==> config.mk <==
export PLATFORM = sky130hd
export DESIGN_NAME = lsu_ctrl_flat
export DESIGN_NICKNAME = d
export VERILOG_FILES = /design/src/rtl/lsu_ctrl_if.sv /design/src/rtl/lsu_ctrl.sv /design/src/flat_wrapper.sv
export SDC_FILE = /design/constraint.sdc
export NUM_CORES = 1
export LEC_CHECK = 0
export ABC_AREA = 1
export CORE_UTILIZATION = 48
export DETAILED_ROUTE_END_ITERATION = 12
export PLACE_DENSITY = 0.83
export SYNTH_ARGS = -nofsm -noshare
export SYNTH_HDL_FRONTEND = slang
export SYNTH_SLANG_ARGS = --single-unit
==> constraint.sdc <==
create_clock -name clk -period 6.5 [get_ports clk]
set_clock_uncertainty 0.2 [all_clocks]
set_input_delay 1.3 -clock clk [delete_from_list [all_inputs] [get_ports clk]]
set_output_delay 1.3 -clock clk [all_outputs]
set_load 0.005 [all_outputs]
==> src/rtl/lsu_ctrl_if.sv <==
// Request, data-memory bus and writeback response signals of the load/store unit.
// The slave modport is the lsu_ctrl view; the master modport is the environment.
interface lsu_ctrl_if;
    logic        req_valid;
    logic        req_ready;
    logic        req_wr;
    logic        req_rd;
    logic [2:0]  req_memop;
    logic [31:0] req_addr;
    logic [31:0] req_wdata;

    logic        bus_req;
    logic        bus_we;
    logic [31:0] bus_addr;
    logic [3:0]  bus_wmask;
    logic [31:0] bus_wdata;
    logic        bus_ack;
    logic [31:0] bus_rdata;

    logic        rsp_valid;
    logic [31:0] rsp_rdata;
    logic        rsp_err;

    // Handshakes: a request transfers on a clock edge where req_valid && req_ready.
    // bus_req is held with stable bus_we/addr/wmask/wdata until the edge where
    // bus_ack is high. rsp_valid is a single-cycle pulse with no back-pressure.
    modport slave (
        input  req_valid, req_wr, req_rd, req_memop, req_addr, req_wdata,
        output req_ready,
        output bus_req, bus_we, bus_addr, bus_wmask, bus_wdata,
        input  bus_ack, bus_rdata,
        output rsp_valid, rsp_rdata, rsp_err
    );

    modport master (
        output req_valid, req_wr, req_rd, req_memop, req_addr, req_wdata,
        input  req_ready,
        input  bus_req, bus_we, bus_addr, bus_wmask, bus_wdata,
        output bus_ack, bus_rdata,
        input  rsp_valid, rsp_rdata, rsp_err
    );
endinterface

==> src/rtl/lsu_ctrl.sv <==
// Load/store unit: one outstanding word-aligned data-memory transaction with byte
// lanes, load extension, misalign/illegal-op detection and a bus timeout.
module lsu_ctrl #(
    parameter int TIMEOUT = 16
) (
    input  logic        clk,
    input  logic        rstn,
    lsu_ctrl_if.slave   lsu,
    output logic [1:0]  o_dbg_state
);

    localparam logic [1:0] S_IDLE = 2'd0;
    localparam logic [1:0] S_BUS  = 2'd1;
    localparam logic [1:0] S_RESP = 2'd2;

    localparam int CW = (TIMEOUT > 1) ? $clog2(TIMEOUT + 1) : 1;
    localparam logic [CW-1:0] CNT_LAST = CW'((TIMEOUT > 0) ? TIMEOUT - 1 : 0);

    logic [1:0]    r_state;
    logic [CW-1:0] r_cnt;
    logic [2:0]    r_op;
    logic [1:0]    r_lane;
    logic          r_is_ld;

    logic          r_bus_req;
    logic          r_bus_we;
    logic [31:0]   r_bus_addr;
    logic [3:0]    r_bus_wmask;
    logic [31:0]   r_bus_wdata;
    logic          r_rsp_valid;
    logic [31:0]   r_rsp_rdata;
    logic          r_rsp_err;

    logic          w_is_st;
    logic          w_is_ld;
    logic          w_noop;
    logic          w_half;
    logic          w_word;
    logic          w_misal;
    logic          w_st_ill;
    logic          w_ld_ill;
    logic          w_err;
    logic [3:0]    w_mask;
    logic [31:0]   w_wdata;
    logic [31:0]   w_shift;
    logic [31:0]   w_load;
    logic          w_timeout;

    // A request with both req_wr and req_rd is a store.
    assign w_is_st = lsu.req_wr;
    assign w_is_ld = lsu.req_rd & ~lsu.req_wr;
    assign w_noop  = ~lsu.req_wr & ~lsu.req_rd;

    assign w_half   = (lsu.req_memop[1:0] == 2'b01);
    assign w_word   = (lsu.req_memop[1:0] == 2'b10);
    assign w_misal  = (w_half & lsu.req_addr[0]) | (w_word & (|lsu.req_addr[1:0]));
    assign w_st_ill = lsu.req_memop[2] | (lsu.req_memop[1:0] == 2'b11);
    assign w_ld_ill = (lsu.req_memop[1:0] == 2'b11) | (lsu.req_memop[2:1] == 2'b11);
    assign w_err    = (w_is_st & (w_st_ill | w_misal)) | (w_is_ld & (w_ld_ill | w_misal));

    always_comb begin
        w_mask  = 4'b1111;
        w_wdata = lsu.req_wdata;
        case (lsu.req_memop[1:0])
            2'b00: begin
                w_mask  = 4'b0001 << lsu.req_addr[1:0];
                w_wdata = {4{lsu.req_wdata[7:0]}};
            end
            2'b01: begin
                w_mask  = lsu.req_addr[1] ? 4'b1100 : 4'b0011;
                w_wdata = {2{lsu.req_wdata[15:0]}};
            end
            default: begin
                w_mask  = 4'b1111;
                w_wdata = lsu.req_wdata;
            end
        endcase
    end

    // Bring the addressed byte/half down to bit 0 before extension.
    assign w_shift = lsu.bus_rdata >> {r_lane, 3'b000};

    always_comb begin
        w_load = w_shift;
        case (r_op)
            3'b000:  w_load = {{24{w_shift[7]}}, w_shift[7:0]};
            3'b001:  w_load = {{16{w_shift[15]}}, w_shift[15:0]};
            3'b100:  w_load = {24'd0, w_shift[7:0]};
            3'b101:  w_load = {16'd0, w_shift[15:0]};
            default: w_load = w_shift;
        endcase
    end

    assign w_timeout = (TIMEOUT != 0) && (r_cnt == CNT_LAST);

    always_ff @(posedge clk or negedge rstn) begin
        if (!rstn) begin
            r_state     <= S_IDLE;
            r_cnt       <= '0;
            r_op        <= 3'd0;
            r_lane      <= 2'd0;
            r_is_ld     <= 1'b0;
            r_bus_req   <= 1'b0;
            r_bus_we    <= 1'b0;
            r_bus_addr  <= 32'd0;
            r_bus_wmask <= 4'd0;
            r_bus_wdata <= 32'd0;
            r_rsp_valid <= 1'b0;
            r_rsp_rdata <= 32'd0;
            r_rsp_err   <= 1'b0;
        end else begin
            r_rsp_valid <= 1'b0;
            case (r_state)
                S_IDLE: begin
                    if (lsu.req_valid) begin
                        r_op    <= lsu.req_memop;
                        r_lane  <= lsu.req_addr[1:0];
                        r_is_ld <= w_is_ld;
                        r_cnt   <= '0;
                        if (w_noop || w_err) begin
                            r_state     <= S_RESP;
                            r_rsp_valid <= 1'b1;
                            r_rsp_err   <= w_err;
                            r_rsp_rdata <= 32'd0;
                        end else begin
                            r_state     <= S_BUS;
                            r_bus_req   <= 1'b1;
                            r_bus_we    <= w_is_st;
                            r_bus_addr  <= {lsu.req_addr[31:2], 2'b00};
                            r_bus_wmask <= w_is_st ? w_mask : 4'd0;
                            r_bus_wdata <= w_is_st ? w_wdata : 32'd0;
                        end
                    end
                end
                S_BUS: begin
                    // An ack in the timeout cycle still completes the transfer.
                    if (lsu.bus_ack) begin
                        r_state     <= S_RESP;
                        r_bus_req   <= 1'b0;
                        r_rsp_valid <= 1'b1;
                        r_rsp_err   <= 1'b0;
                        r_rsp_rdata <= r_is_ld ? w_load : 32'd0;
                    end else if (w_timeout) begin
                        r_state     <= S_RESP;
                        r_bus_req   <= 1'b0;
                        r_rsp_valid <= 1'b1;
                        r_rsp_err   <= 1'b1;
                        r_rsp_rdata <= 32'd0;
                    end else if (TIMEOUT != 0) begin
                        r_cnt <= r_cnt + 1'b1;
                    end
                end
                S_RESP: begin
                    r_state     <= S_IDLE;
                    r_rsp_err   <= 1'b0;
                    r_rsp_rdata <= 32'd0;
                end
                default: begin
                    r_state <= S_IDLE;
                end
            endcase
        end
    end

    assign lsu.req_ready = (r_state == S_IDLE);
    assign lsu.bus_req   = r_bus_req;
    assign lsu.bus_we    = r_bus_we;
    assign lsu.bus_addr  = r_bus_addr;
    assign lsu.bus_wmask = r_bus_wmask;
    assign lsu.bus_wdata = r_bus_wdata;
    assign lsu.rsp_valid = r_rsp_valid;
    assign lsu.rsp_rdata = r_rsp_rdata;
    assign lsu.rsp_err   = r_rsp_err;
    assign o_dbg_state   = r_state;

endmodule

==> src/flat_wrapper.sv <==
// flat-port wrapper written by rule: the top's interface ports become plain ports
module lsu_ctrl_flat 
#(
    parameter int TIMEOUT = 16
)
  (clk, rstn, o_dbg_state, lsu_req_valid, lsu_req_wr, lsu_req_rd, lsu_req_memop, lsu_req_addr, lsu_req_wdata, lsu_req_ready, lsu_bus_req, lsu_bus_we, lsu_bus_addr, lsu_bus_wmask, lsu_bus_wdata, lsu_bus_ack, lsu_bus_rdata, lsu_rsp_valid, lsu_rsp_rdata, lsu_rsp_err);
  lsu_ctrl_if lsu_i ();
  input  logic clk;
  input  logic rstn;
  output logic [1:0] o_dbg_state;
  input wire logic [$bits(lsu_i.req_valid)-1:0] lsu_req_valid;
  input wire logic [$bits(lsu_i.req_wr)-1:0] lsu_req_wr;
  input wire logic [$bits(lsu_i.req_rd)-1:0] lsu_req_rd;
  input wire logic [$bits(lsu_i.req_memop)-1:0] lsu_req_memop;
  input wire logic [$bits(lsu_i.req_addr)-1:0] lsu_req_addr;
  input wire logic [$bits(lsu_i.req_wdata)-1:0] lsu_req_wdata;
  output wire logic [$bits(lsu_i.req_ready)-1:0] lsu_req_ready;
  output wire logic [$bits(lsu_i.bus_req)-1:0] lsu_bus_req;
  output wire logic [$bits(lsu_i.bus_we)-1:0] lsu_bus_we;
  output wire logic [$bits(lsu_i.bus_addr)-1:0] lsu_bus_addr;
  output wire logic [$bits(lsu_i.bus_wmask)-1:0] lsu_bus_wmask;
  output wire logic [$bits(lsu_i.bus_wdata)-1:0] lsu_bus_wdata;
  input wire logic [$bits(lsu_i.bus_ack)-1:0] lsu_bus_ack;
  input wire logic [$bits(lsu_i.bus_rdata)-1:0] lsu_bus_rdata;
  output wire logic [$bits(lsu_i.rsp_valid)-1:0] lsu_rsp_valid;
  output wire logic [$bits(lsu_i.rsp_rdata)-1:0] lsu_rsp_rdata;
  output wire logic [$bits(lsu_i.rsp_err)-1:0] lsu_rsp_err;
  assign lsu_i.req_valid = lsu_req_valid;
  assign lsu_i.req_wr = lsu_req_wr;
  assign lsu_i.req_rd = lsu_req_rd;
  assign lsu_i.req_memop = lsu_req_memop;
  assign lsu_i.req_addr = lsu_req_addr;
  assign lsu_i.req_wdata = lsu_req_wdata;
  assign lsu_req_ready = lsu_i.req_ready;
  assign lsu_bus_req = lsu_i.bus_req;
  assign lsu_bus_we = lsu_i.bus_we;
  assign lsu_bus_addr = lsu_i.bus_addr;
  assign lsu_bus_wmask = lsu_i.bus_wmask;
  assign lsu_bus_wdata = lsu_i.bus_wdata;
  assign lsu_i.bus_ack = lsu_bus_ack;
  assign lsu_i.bus_rdata = lsu_bus_rdata;
  assign lsu_rsp_valid = lsu_i.rsp_valid;
  assign lsu_rsp_rdata = lsu_i.rsp_rdata;
  assign lsu_rsp_err = lsu_i.rsp_err;
  lsu_ctrl #(.TIMEOUT(TIMEOUT)) u_core (.clk(clk), .rstn(rstn), .lsu(lsu_i), .o_dbg_state(o_dbg_state));
endmodule
=== After elaboration in Yosys (flattened, before gate mapping) ===
Cells that the tools add are included.
W data, S select, Z words.

* ROM bits: 0
* Bits in latches: 0
* Flip-flop bits (word level): 115
* Bits of input ports: 105
* Logic and storage cells: 96
* Memory bits (writable): 0
* Output and inout port bits: 107
* Memories kept: 0

* Multiply operators: 0
* Order comparisons: 0
* Div/mod/pow operators: 0
* Shifts and indexed selects: 2
* Bitwise gates (word level): 15
* Mux-type cells: 36
* Reduce and logical (&&, ||, !) cells: 13
* Add/sub/neg operators: 1
* Eq/ne operators: 16

{| class="wikitable"
|+ Operators with widths
! kind !! count
|-
| $mux W32 || 6
|-
| $pmux W32 S4 || 1
|-
| $pmux W32 S3 || 1
|-
| $pmux W32 S2 || 1
|-
| $shr A32 B5 Y32 || 1
|-
| $mux W5 || 3
|-
| $mux W1 || 12
|-
| $reduce_and A4 Y1 || 3
|-
| $pmux W5 S2 || 1
|-
| $eq A2 B2 Y1 const B || 4
|-
| $mux W2 || 4
|-
| $mux W4 || 2
|-
| $ne A2 B2 Y1 const B || 4
|-
| $pmux W4 S2 || 1
|-
| $and A1 B1 Y1 || 6
|-
| $eq A3 B3 Y1 const B || 2
|-
| $or A1 B1 Y1 || 6
|-
| $add A5 B1 Y5 const B || 1
|-
| $eq A5 B4 Y1 const B || 1
|-
| $eq A2 B1 Y1 const B || 2
|-
| $logic_not A2 Y1 || 2
|-
| $pmux W1 S2 || 2
|-
| $pmux W2 S2 || 1
|-
| $reduce_and A2 Y1 || 2
|-
| 12 further kinds || 14
|}

=== Depth between registers and ports, before layout ===
* Depth after elaboration: 10
* Mapped depth: 12
* Mapped depth without buffers: 12

=== Worst setup path after synthesis ===
OpenSTA, ideal clock, no wires.

* Path type: input to register
* Start: in lsu_req_memop[1]
* End: reg u_core.r_bus_addr[10], in the netlist u_core.lsu.bus_addr[10]
* Slack: 3.855 ns
* Arrival time: 2.328 ns
* Path buffers: 3
* Required time: 6.184 ns
* Cell stages on the path: 11
* Setup time: 0.116 ns
* Cells stage by stage: buf_4 inv_2 nand2_1 nand2_2 nand3_4 nor2_8 inv_2 buf_6 buf_6 nand2_1 nand2_1

* Longest elaborated chain between the ends: 9
* Elaborated cells on any way between the ends: 17
* Classes of those cells: eq/ne: 4; bitwise: 11; reduce/logical: 2

{| class="wikitable"
|+ RTL lines
! element !! RTL line !! RTL
|-
| start: declaration || flat_wrapper.sv:14 || <nowiki>input wire logic [$bits(lsu_i.req_memop)-1:0] lsu_req_memop;</nowiki>
|-
| $eq A2 B1 Y1 / $eq A2 B2 Y1 (equally long branches) || lsu_ctrl.sv:54, lsu_ctrl.sv:55 ||
|-
| $and A1 B1 Y1 || lsu_ctrl.sv:56 || <nowiki>assign w_misal = (w_half & lsu.req_addr[0]) | (w_word & (|lsu.req_addr[1:0]));</nowiki>
|-
| $or A1 B1 Y1 || lsu_ctrl.sv:56 ||
|-
| $or A1 B1 Y1 || lsu_ctrl.sv:59 || <nowiki>assign w_err = (w_is_st & (w_st_ill | w_misal)) | (w_is_ld & (w_ld_ill | w_misal));</nowiki>
|-
| $and A1 B1 Y1 || lsu_ctrl.sv:59 ||
|-
| $or A1 B1 Y1 (*) || lsu_ctrl.sv:59 ||
|-
| $logic_or A1 B1 Y1 (*) || lsu_ctrl.sv:120 || <nowiki>if (w_noop || w_err) begin</nowiki>
|-
| $not A1 Y1 (no source line) (*) || - ||
|-
| $reduce_and A3 Y1 (no source line) (*) || - ||
|-
| end signal: assignment || lsu_ctrl.sv:129 || <nowiki>r_bus_addr <= {lsu.req_addr[31:2], 2'b00};</nowiki>
|-
| end: declaration || lsu_ctrl.sv:27 || <nowiki>logic [31:0] r_bus_addr;</nowiki>
|}

Every way passes the cells marked *; elsewhere a longest branch is shown, timed or not.
A chain may end at the register's enable or synchronous reset.

=== Worst setup path in the final report ===
* Start: in lsu_req_memop[1]
* End: reg u_core.r_rsp_rdata[1], in the netlist u_core.lsu.rsp_rdata[1]

* Longest elaborated chain between the ends: 9
* Elaborated cells on any way between the ends: 17
* Classes of those cells: eq/ne: 5; bitwise: 10; reduce/logical: 2

{| class="wikitable"
|+ RTL lines
! element !! RTL line !! RTL
|-
| $eq A2 B1 Y1 / $eq A2 B2 Y1 (equally long branches) || lsu_ctrl.sv:54, lsu_ctrl.sv:55 ||
|-
| $and A1 B1 Y1 || lsu_ctrl.sv:56 ||
|-
| $or A1 B1 Y1 || lsu_ctrl.sv:56 ||
|-
| $or A1 B1 Y1 || lsu_ctrl.sv:59 ||
|-
| $and A1 B1 Y1 || lsu_ctrl.sv:59 ||
|-
| $or A1 B1 Y1 (*) || lsu_ctrl.sv:59 ||
|-
| $logic_or A1 B1 Y1 (*) || lsu_ctrl.sv:120 ||
|-
| $ne A2 B1 Y1 (no source line) (*) || - ||
|-
| $reduce_and A4 Y1 (no source line) (*) || - ||
|-
| end signal: assignment || lsu_ctrl.sv:142 || <nowiki>r_rsp_rdata <= r_is_ld ? w_load : 32'd0;</nowiki>
|-
| end: declaration || lsu_ctrl.sv:31 || <nowiki>logic [31:0] r_rsp_rdata;</nowiki>
|}

Marked as above.

==> flow_summary_export.csv <==
group,metric,value,unit
run_status,status,"finished clean",
cells_and_area,area.sequential,2880,um2
worst_setup_path,crit_path_top_delay_cell,"sky130_fd_sc_hd__nand2_2",
cells_and_area,fillCellCount,879,
pwr,leakagePower,3.91,nW
worst_setup_path,crit_required,6.59,ns
routing,detailroute.via_count,5607,
place,dp_hpwl,11.4,mm
worst_setup_path,setup.worst_path.end_class,"flop",
cells_and_area,stdcell_area,8360,um2
routing,route.detailed.wl_per_inst,15.2,um
yosys,synth_area,5700,um2
sta,max_slew_margin,24.3,%
cells_and_area,n_antenna_cell,0,
cells_and_area,layout-area-overhead-vs-synth,46.8,%
clock_network,clock_tree.buffer_depth,2,
routing,final_antenna_net_count,0,
yosys,yosys_register_bits,115,
hold_path,number_of_cells_on_the_worst_hold_path,2,
sta,clock.fmax,249,MHz
grt,grt_pass1_wl,26.7,mm
worst_setup_path,setup.reg_to_reg.worst_slack,3.36,ns
yosys,count_of_yosys_warnings_during_synthesis,0,
worst_setup_path,worst_path_most_repeated_cell,"sky130_fd_sc_hd__nand2_1",
routing,number_of_vias_per_cell,5.22,
sta,final-setup-viol-count,0,
cells_and_area,design.final.nets,1028,
worst_setup_path,timing.critical_path.slowest_cell_delay,0.70,ns
place,pre_cts_slack,2.10,ns
sta,worstMarginPinSlew,1.13,ns
pwr,power.density,403,nW/um2
sta,hold_violations,0,
worst_setup_path,critical_path_depth,9,
die,die-area,12300,um2
yosys,synthDominantCellAreaShare,50.5,%
place,place_area,7750,um2
yosys,mean_cell_area_of_the_mapped_netlist,7.79,um2
pwr,vdd.ir_drop.worst,0.237,mV
clock_network,clkSlewWorstSetupHoldPaths,0.05,ns
worst_setup_path,worst_path_buffer_plus_inverter_count,3,
yosys,synth.largest_area_cell,"sky130_fd_sc_hd__dfrtp_1",
clock_network,postCtsHoldBufs,0,
routing,totalWireLength,16.3,mm
grt,grt_start_max_net_pins,69,
clock_network,numClockSinks,115,
worst_setup_path,setup.worst_path.start,"lsu_req_memop[1]",
worst_setup_path,worst_setup_path_endpoint,"u_core.lsu.rsp_rdata[1]",
worst_setup_path,start_kind,"input pin",
routing,drtPass1Iterations,5,
clock_network,inserted_clock_buffers,17,
routing,detail_route.iter0.violations,377,
run,cap_violations,0,
worst_setup_path,r2r.worst_path.cells,12,
sta,period_share,61.9,%
grt,number_of_antenna_violations_at_the_first_check_in_global_routing,0,
clock_network,worstSkewPairLatency,0.40,ns
sta,timing.final.ws_setup,2.48,ns
clock_network,clock_tree_from_tritoncts,"built",
worst_setup_path,crit_arrival,4.11,ns
grt,global_route.usage.total,27.4,%
cells_and_area,post_route_cells_drive_above_1_share,4.94,%
worst_setup_path,criticalPathCategory,"in -> reg",
die,die_x,111,um
sta,slew_violations,0,
pwr,internal_power_component,2.23,mW
grt,grt_pass1_vias,5454,
pwr,power_switching,1.15,mW
worst_setup_path,worstReg2RegStart,"u_core.r_cnt[0]",
cells_and_area,multi_input_gate_area,2410,um2
place,port-buffer-count,209,
worst_setup_path,timing.critical_path.max_delay_family,"simple AND/OR/NAND/NOR gates",
die,io_pins,212,
clock_network,cts_h_tree_lvls,4,
die,start_util,49.7,%
grt,grt-ovfl-total,0,
worst_setup_path,crit_path_cell_trace,"clkdlybuf4s50_1, inv_2, nand2_1, nand2_2, nand4_2, nand2_2, inv_1, nand2_1, nand2_1",
sta,fin_crit,4.02,ns
clock_network,postCtsResizedCells,0,
die,chipHeight,111,um
pwr,p_clk_share,28.3,%
yosys,synth_cells,731,
pwr,p_comb_share,37.7,%
yosys,synth_cell_types,36,
pwr,seq_power_share,33.9,%
clock_network,cts_post_setup_buffers_inserted,0,
die,std_cell_rows,39,
place,placed_cells,1043,
sta,fin_tns_setup,0,ns
yosys,yosys-top-cells-area,"sky130_fd_sc_hd__dfrtp_1, sky130_fd_sc_hd__nand2_1, sky130_fd_sc_hd__o21ai_0, sky130_fd_sc_hd__nand3_1, sky130_fd_sc_hd__inv_1",
sta,setup_repair_after_global_routing_missed_its_margin,"false",
pwr,power.switching_fraction,34.0,%
clock_network,root_buffer,"sky130_fd_sc_hd__clkbuf_16",
worst_setup_path,critical_path_peak_fanout,43,
yosys,sequential_cell_area_fraction_in_the_yosys_report,50.5,%
place,globalplace.congestion,0.912,
hold_path,hold_class,"reg -> reg",
cells_and_area,stdcell_count,1074,
worst_setup_path,timing.rr.end,"u_core.lsu.rsp_rdata[1]",
die,core_area,11500,um2
cells_and_area,post-route-util,72.9,%
routing,drt_drc_violations_left,0,
## synthesized netlist by cell type (all sizes together)
cell,instances
a211oi,7
a21oi,32
a31oi,1
a32o,1
buf,30
clkbuf,12
clkinv,1
conb,1
dfrtp,115
ha,4
inv,48
mux2i,1
nand2,289
nand3,52
nand3b,1
nand4,1
nor2,31
nor3,5
o211ai,5
o21ai,79
o21bai,3
o221ai,8
o22ai,2
o31ai,1
or2,1
## kinds of logic (layout without fill, tap and decap cells)
kind of cell | count (synthesis) | count (layout) | synth area share, %
simple gates | 380 | 380 | 27.5
compound gates | 139 | 139 | 13.6
flops | 115 | 115 | 50.5
buf+inv | 91 | 290 | 7.21
fa+ha+maj | 4 | 4 | 0.879
other cells | 1 | 2 | 0.0658
mux | 1 | 1 | 0.176
## metrics by stage
step | total power, mW | hold WS (ns)
after floorplan | 1.76 | 0.252
after global placement | 2.39 | 0.254
after detailed placement | 2.41 | 0.258
after CTS | 3.39 | 0.271
after global routing | 3.59 | 0.290
final | 3.37 | 0.267
## sequential cells by signal, summed over array words and instances, names as in the netlist
signal                cells
u_core.lsu.bus_wdata     32
u_core.lsu.rsp_rdata     32
u_core.lsu.bus_addr      30
u_core.r_cnt              5
u_core.lsu.bus_wmask      4
u_core.r_op               3
u_core.o_dbg_state        2
u_core.r_lane             2
u_core.lsu.bus_req        1
u_core.lsu.bus_we         1
u_core.lsu.rsp_err        1
u_core.lsu.rsp_valid      1
u_core.r_is_ld            1
## power groups by stage
stage / clock network [mW] / logic [mW] / registers [mW]
floorplan: 0 / 0.660 / 1.10
global placement: 0 / 1.25 / 1.14
detailed placement: 0 / 1.27 / 1.14
CTS: 0.962 / 1.28 / 1.14
global route: 1.00 / 1.41 / 1.18
finish: 0.956 / 1.27 / 1.14
## cells in the final DEF, fill, tap and decap left out, types with 3 or more instances in the layout
master                            Yosys  routed
sky130_fd_sc_hd__nand2_1            284     284
sky130_fd_sc_hd__clkdlybuf4s50_1      0     208
sky130_fd_sc_hd__dfrtp_1            115     115
sky130_fd_sc_hd__o21ai_0             55      55
sky130_fd_sc_hd__nand3_1             50      50
sky130_fd_sc_hd__inv_1               44      44
sky130_fd_sc_hd__a21oi_1             32      32
sky130_fd_sc_hd__nor2_1              28      28
sky130_fd_sc_hd__o21ai_1             24      24
sky130_fd_sc_hd__clkbuf_16            0      17
sky130_fd_sc_hd__o221ai_1             8       8
sky130_fd_sc_hd__a211oi_1             7       7
sky130_fd_sc_hd__nor3_1               5       5
sky130_fd_sc_hd__nand2_2              5       5
sky130_fd_sc_hd__o211ai_1             5       5
sky130_fd_sc_hd__inv_2                4       4
sky130_fd_sc_hd__ha_1                 4       4
sky130_fd_sc_hd__clkbuf_8             0       4
sky130_fd_sc_hd__clkinvlp_4           0       4
sky130_fd_sc_hd__o21bai_1             3       3
sky130_fd_sc_hd__bufinv_16            0       3
## layer usage
layer / track usage [%] / up-vias / wire length (um)
met4: 11.7 / 0 / 455
li1: - / 2738 / -
met1: 33.7 / 2597 / 6840
met2: 43.4 / 239 / 7530
met3: 9.95 / 33 / 1490
met5: 0 / - / 0
## worst min-delay path by stage
| stage | from | slack (ns) | endpoint |
|---|---|---|---|
| after global routing | u_core.lsu.bus_addr[14] | 0.29 | u_core.lsu.bus_addr[14] |
| final | u_core.lsu.bus_addr[24] | 0.27 | u_core.lsu.bus_addr[24] |
| after global placement | u_core.lsu.bus_addr[24] | 0.25 | u_core.lsu.bus_addr[24] |
| after detailed placement | u_core.lsu.bus_addr[18] | 0.26 | u_core.lsu.bus_addr[18] |
| after floorplan | u_core.r_is_ld | 0.25 | u_core.r_is_ld |
| after CTS | u_core.lsu.bus_addr[10] | 0.27 | u_core.lsu.bus_addr[10] |
## worst register-to-register path: stages, from the launching register on
cell and delay, ns:
sky130_fd_sc_hd__dfrtp_1 0.39, sky130_fd_sc_hd__ha_1 0.19, sky130_fd_sc_hd__inv_1 0.06, sky130_fd_sc_hd__nor3_1 0.17, sky130_fd_sc_hd__ha_1 0.21, sky130_fd_sc_hd__inv_1 0.05, sky130_fd_sc_hd__nand3_1 0.09, sky130_fd_sc_hd__nand2_1 0.08
sky130_fd_sc_hd__nor2_2 0.48, sky130_fd_sc_hd__nand2_2 0.59, sky130_fd_sc_hd__inv_1 0.42, sky130_fd_sc_hd__nand2_1 0.09, sky130_fd_sc_hd__nand2_1 0.07
## area by class of cell
| cell class | instances | area share, % |
|---|---|---|
| sequential | 115 | 34.4 |
| multi-input combinational | 526 | 28.8 |
| timing repair buffer | 210 | 25.1 |
| clock buffer | 23 | 5.84 |
| inverter | 49 | 2.20 |
| tap | 143 | 2.14 |
| clock inverter | 8 | 1.50 |
Power figures use the tool's default switching activity.
==> RTL edit 1: new RTL, config.mk and constraints unchanged <==
Put one more register stage on the output `o_dbg_state`. The value now appears one clock later. The other outputs are not delayed to match.
--- a/src/rtl/lsu_ctrl.sv
+++ b/src/rtl/lsu_ctrl.sv
@@ -171,7 +171,9 @@
     assign lsu.rsp_valid = r_rsp_valid;
     assign lsu.rsp_rdata = r_rsp_rdata;
     assign lsu.rsp_err   = r_rsp_err;
-    assign o_dbg_state   = r_state;
+    always_ff @(posedge clk) begin
+        o_dbg_state <= r_state;
+    end
 
 endmodule
 
Behaviour: not the same (Yosys sat finds a counterexample within 4 cycles, from zero or initial values and one cycle with rstn low).
==> RTL edit 1 against the unedited design <==
Sequential power up 4%. Area after synthesis down 0.88%. Routed wire length up 1.4%. Hold slack worse by 48 ps. Worst setup slack better by 24 ps. Final area down 0.60%. Sequential cell count up 2. Count of clock-buffer cells in the layout down 4. Power down 0.12%.
==> RTL edit 1: results (changes against the unedited design) <==
{| class="wikitable"
! Metric !! Value
|-
| Biggest cell delay along the critical path || between 600 and 700 ps
|-
| Share of the yosys chip area belonging to registers || 51.7% (was 50.5%)
|-
| Fraction of synthesis flops using an asynchronous set or reset pin || 98.3% (was 100%)
|-
| Number of violations of the max-capacitance limit || 0 (unchanged)
|-
| Clock transition at the registers of the reported paths || approximately 60 ps
|-
| Count of different cell masters after synthesis || 34 (was 36)
|-
| I/O Buffers || 209 (unchanged)
|-
| Critical hold path startpoint || u_core.r_state[1]$_DFFE_PN0P_ (was u_core.lsu.bus_addr[24]$_DFFE_PN0P_)
|-
| Pin count of the biggest net entering global routing || 71 (was 69)
|-
| CTS resizes || 0 (unchanged)
|-
| Most used DFF post-synth || dfrtp_1 (unchanged)
|-
| Placement Setup Slack || 2090 ps (was 2100 ps)
|-
| Cells after Synth || 725 (was 731)
|-
| First-pass GRT wire length || 26700 um (about the same)
|-
| Final GP Congestion || 0.853 (was 0.912)
|-
| Global router's overall resource usage || 27.8% (was 27.4%)
|-
| Number of buffers added for setup after CTS || 0 (unchanged)
|-
| Largest cells by area after synthesis || dfrtp_1 (51%), nand2_1 (20%), o21ai_0 (8.1%) (was dfrtp_1 (51%), nand2_1 (19%), o21ai_0 (4.8%))
|-
| Critical path fanouts, max || 68 (was 43)
|-
| Violation count after the first detailed-route iteration || 354 (was 377)
|-
| Reg-to-reg critical path startpoint || u_core.r_lane[0]$_DFFE_PN0P_ (was u_core.r_cnt[0]$_DFFE_PN0P_)
|-
| Outcome || finished clean (unchanged)
|-
| Number of buffers created by CTS || 17 (unchanged)
|-
| Detailed Place HPWL || 11300 um (was 11400 um)
|-
| Fraction of layout cells with a size suffix above 1 || 4.97% (was 4.94%)
|-
| Total length of routed wires || 16500 um (was 16300 um)
|-
| Peak supply drop || 294 uV (was 237 uV)
|-
| Critical path arrival || 4070 ps (was 4110 ps)
|-
| Critical Path Source || lsu_req_memop[1] (unchanged)
|-
| H-Tree Level Count || 4 (unchanged)
|-
| Number of filler instances in the final layout || 894 (was 879)
|-
| Mean routed wirelength per cell || 15.5 um (was 15.2 um)
|-
| Ratio of routed vias to standard cells || 5.17 (was 5.22)
|-
| Number of warning messages in the yosys log || 0 (unchanged)
|-
| Max_slew headroom || 25.6% (was 24.3%)
|-
| Leakage || 0.00388 uW (was 0.00391 uW)
|-
| CTS Root Cell || clkbuf_16 (unchanged)
|-
| Most frequent cells after synthesis || nand2_1 (302), dfrtp_1 (115), o21ai_0 (91) (was nand2_1 (284), dfrtp_1 (115), o21ai_0 (55))
|-
| Worst hold-check path type || reg2reg (unchanged)
|-
| Worst path slowest cell || clkdlybuf4s50_1 (was nand2_2)
|-
| Via count of the first global-routing pass || 5254 (was 5454)
|-
| Total inserted antenna cells || 0 (unchanged)
|-
| DP Area || 7710 sq um (was 7750 sq um)
|-
| Number of iterations in the first detailed-routing pass || 5 (unchanged)
|-
| Cell count after placement || 1037 (was 1043)
|-
| Gate family responsible for the most delay along the worst path || buffers and inverters (was simple AND/OR/NAND/NOR gates)
|}
-- RTL edit 1: cell count changes after synthesis, sizes merged, moves of 2 or more --
cell    delta
a211oi     -7
a21oi      +3
buf        -4
clkbuf     +5
dfxtp      +2
inv       -11
nand2     +16
nand3     -26
nor2       -5
o211ai     -5
o21ai     +25
-- RTL edit 1: cell families after synthesis --
group | share of synthesized area [%]
fa+ha+maj | 0.887
buf+inv | 6.47
simple gates | 26.0
mux | 0.177
other cells | 0.0664
flops | 51.7
compound gates | 14.7
-- RTL edit 1: worst paths after layout --
path / endpoint / slack (ps) / depth (start not counted)
max: u_core.lsu.bus_wdata[11]$_DFFE_PN0P_ / 2500 / 10
min reg2reg: u_core.o_dbg_state[1]$_DFF_P_ / 220 / 0
max in group asynchronous: u_core.lsu.bus_addr[20]$_DFFE_PN0P_ / 4140 / 2
max reg2reg: u_core.lsu.rsp_rdata[23]$_DFFE_PN0P_ / 3090 / 7
min: u_core.o_dbg_state[1]$_DFF_P_ / 220 / 0
min in group asynchronous: u_core.lsu.rsp_rdata[15]$_DFFE_PN0P_ / 680 / 1
-- RTL edit 1: cell type report --
class / count / area [sq um] / share of cell area [%]
well taps: 143 / 179 / 2.15
multi-input cells: 528 / 2370 / 28.5
clock inverters: 13 / 149 / 1.79
flip-flops and latches: 117 / 2920 / 35.1
inverters: 38 / 143 / 1.72
clock buffers: 19 / 453 / 5.45
repair buffers: 211 / 2100 / 25.3
-- RTL edit 1: per-layer routing --
metal,wire length (um),vias up,GRT usage (%)
met4,350,0,8.89
met2,7920,258,45.5
met3,1450,29,9.11
li1,-,2717,-
met5,0,-,0
met1,6840,2523,34.9
-- RTL edit 1: where the power goes --
group          internal, uW  total (uW)  switching [uW]
clock network           589         951             362
registers               969        1180             208
logic                   625        1240             616
total                  2180        3370            1190
==> RTL edit 2: new RTL, config.mk and constraints unchanged <==
Made on the original files. `TIMEOUT` is set to 16 in 2 places; all go to 8.
--- a/src/rtl/lsu_ctrl.sv
+++ b/src/rtl/lsu_ctrl.sv
@@ -1,7 +1,7 @@
 // Load/store unit: one outstanding word-aligned data-memory transaction with byte
 // lanes, load extension, misalign/illegal-op detection and a bus timeout.
 module lsu_ctrl #(
-    parameter int TIMEOUT = 16
+    parameter int TIMEOUT = 8
 ) (
     input  logic        clk,
     input  logic        rstn,
--- a/src/flat_wrapper.sv
+++ b/src/flat_wrapper.sv
@@ -1,7 +1,7 @@
 // flat-port wrapper written by rule: the top's interface ports become plain ports
 module lsu_ctrl_flat 
 #(
-    parameter int TIMEOUT = 16
+    parameter int TIMEOUT = 8
 )
   (clk, rstn, o_dbg_state, lsu_req_valid, lsu_req_wr, lsu_req_rd, lsu_req_memop, lsu_req_addr, lsu_req_wdata, lsu_req_ready, lsu_bus_req, lsu_bus_we, lsu_bus_addr, lsu_bus_wmask, lsu_bus_wdata, lsu_bus_ack, lsu_bus_rdata, lsu_rsp_valid, lsu_rsp_rdata, lsu_rsp_err);
   lsu_ctrl_if lsu_i ();
Function: same outputs for any inputs over 4 cycles, from zero or initial values and one cycle with rstn low; that may be too few to reach the edited logic, so the function may still have changed.
==> RTL edit 2 against the unedited design <==
Synthesized cell count down 1.8%. Final area is 1.1% lower. Area after synthesis is 1.8% lower. Power increased by 2.1%. Sequential cell count decreased by 1. Routed wire length up 2.0%. Worst setup slack improved by 3.8 ps.
==> RTL edit 2: results (changes against the unedited design) <==
{| class="wikitable"
! Metric !! Value
|-
| Total length of routed wires || 16600 um (was 16300 um)
|-
| Slack of the critical path || 2480 ps (about the same)
|-
| Global router's overall resource usage || 28.8% (was 27.4%)
|-
| Non-Filler Instances || 1064 (was 1074)
|-
| Number of cell instances on the worst register-to-register path || 7 (was 12)
|-
| Classification of the worst setup path || in2reg (unchanged)
|-
| Slew @ Worst Pin || 1090 ps (was 1130 ps)
|-
| Cell count after placement || 1034 (was 1043)
|-
| Net switching share of the total power || 34.0% (about the same)
|-
| Violation count after the first detailed-route iteration || 413 (was 377)
|-
| Reg-to-reg critical path startpoint || u_core.o_dbg_state[1]$_DFFE_PN0P_ (was u_core.r_cnt[0]$_DFFE_PN0P_)
|-
| First-pass GRT wire length || 25900 um (was 26700 um)
|-
| Leakage || 0.00385 uW (was 0.00391 uW)
|-
| Vias || 5590 (was 5607)
|-
| Worst Hold End || u_core.lsu.bus_addr[18]$_DFFE_PN0P_ (was u_core.lsu.bus_addr[24]$_DFFE_PN0P_)
|-
| Outcome || finished clean (unchanged)
|-
| Placement Setup Slack || 2030 ps (was 2100 ps)
|-
| Worst hold slack || 267 ps (about the same)
|-
| Final GP Congestion || 0.897 (was 0.912)
|-
| Critical hold path startpoint || u_core.lsu.bus_addr[18]$_DFFE_PN0P_ (was u_core.lsu.bus_addr[24]$_DFFE_PN0P_)
|-
| Mux share of post-synthesis cell area || 0% (was 0.176%)
|-
| Capture instance of the worst register-to-register path || u_core.lsu.bus_wdata[14]$_DFFE_PN0P_ (was u_core.lsu.rsp_rdata[1]$_DFFE_PN0P_)
|-
| Synthesized-area fraction occupied by ao, oa, aoi and oai cells || 13.9% (was 13.6%)
|-
| Post-layout nets || 1018 (was 1028)
|-
| Cells after Synth || 718 (was 731)
|-
| Critical path arrival || 4080 ps (was 4110 ps)
|-
| WHS Path Cells || 2 (unchanged)
|-
| Critical Path Source || lsu_req_memop[1] (unchanged)
|-
| R2R Setup Slk || 3520 ps (was 3360 ps)
|-
| Share of the yosys chip area belonging to registers || 51.0% (was 50.5%)
|-
| Detailed Place HPWL || 11300 um (was 11400 um)
|-
| Fraction of layout cells with a size suffix above 1 || 5.21% (was 4.94%)
|-
| Via count of the first global-routing pass || 5376 (was 5454)
|-
| Count of different cell masters after synthesis || 34 (was 36)
|-
| Largest cells by area after synthesis || dfrtp_1 (51%), nand2_1 (21%), o21ai_1 (4.7%) (was dfrtp_1 (51%), nand2_1 (19%), o21ai_0 (4.8%))
|-
| Most frequent cells after synthesis || nand2_1 (310), dfrtp_1 (114), o21ai_1 (53) (was nand2_1 (284), dfrtp_1 (115), o21ai_0 (55))
|-
| Number of iterations in the first detailed-routing pass || 7 (was 5)
|-
| Arithmetic-cell share of the synthesized area counting full adders, half adders and majority gates || 0.671% (was 0.879%)
|-
| Xor/xnor cell area share of the yosys netlist || 0.157% (was 0%)
|}
==> RTL edit 2: changes by cell type after synthesis, moves of 7 or more <==
cell / before / now
o21ai_1: 24 / 53
nand2_1: 284 / 310
a211oi_1: 7 / 0
nor2_1: 28 / 16
o21ai_0: 55 / 45
inv_1: 44 / 31
nand3_1: 50 / 35
buf_4: 4 / 12
buf_2: 19 / 12
==> RTL edit 2: power groups by stage <==
stage / clock, uW / combinational [uW] / sequential [uW]
final: 993 / 1300 / 1150
after global routing: 1040 / 1430 / 1180
after CTS: 1000 / 1300 / 1150
after detailed placement: 0 / 1290 / 1140
after global placement: 0 / 1270 / 1150
after floorplan: 0 / 702 / 1090
==> RTL edit 2: final cells by class <==
type / instances / area [sq um] / area share (%)
clock buffer: 26 / 509 / 6.16
clock inverter: 4 / 120 / 1.45
inverter: 36 / 135 / 1.63
multi-input combinational: 528 / 2360 / 28.5
sequential: 114 / 2850 / 34.5
tap: 143 / 179 / 2.16
timing repair buffer: 213 / 2120 / 25.6
==> RTL edit 2: critical path, stage by stage <==
cell,delay [ps]
clkdlybuf4s50_1,520
inv_2,380
nand2_1,120
nand2_2,100
nand3_2,100
nor2_4,580
inv_2,640
nand2_1,210
o21ai_1,100
==> RTL edit 2: per-layer routing <==
metal | up-vias | share of wire, % | track usage [%]
li1 | 2703 | - | -
met3 | 37 | 11 | 10.7
met1 | 2586 | 40 | 35.0
met5 | - | 0 | 0
met2 | 264 | 46 | 45.4
met4 | 0 | 3.1 | 13.2
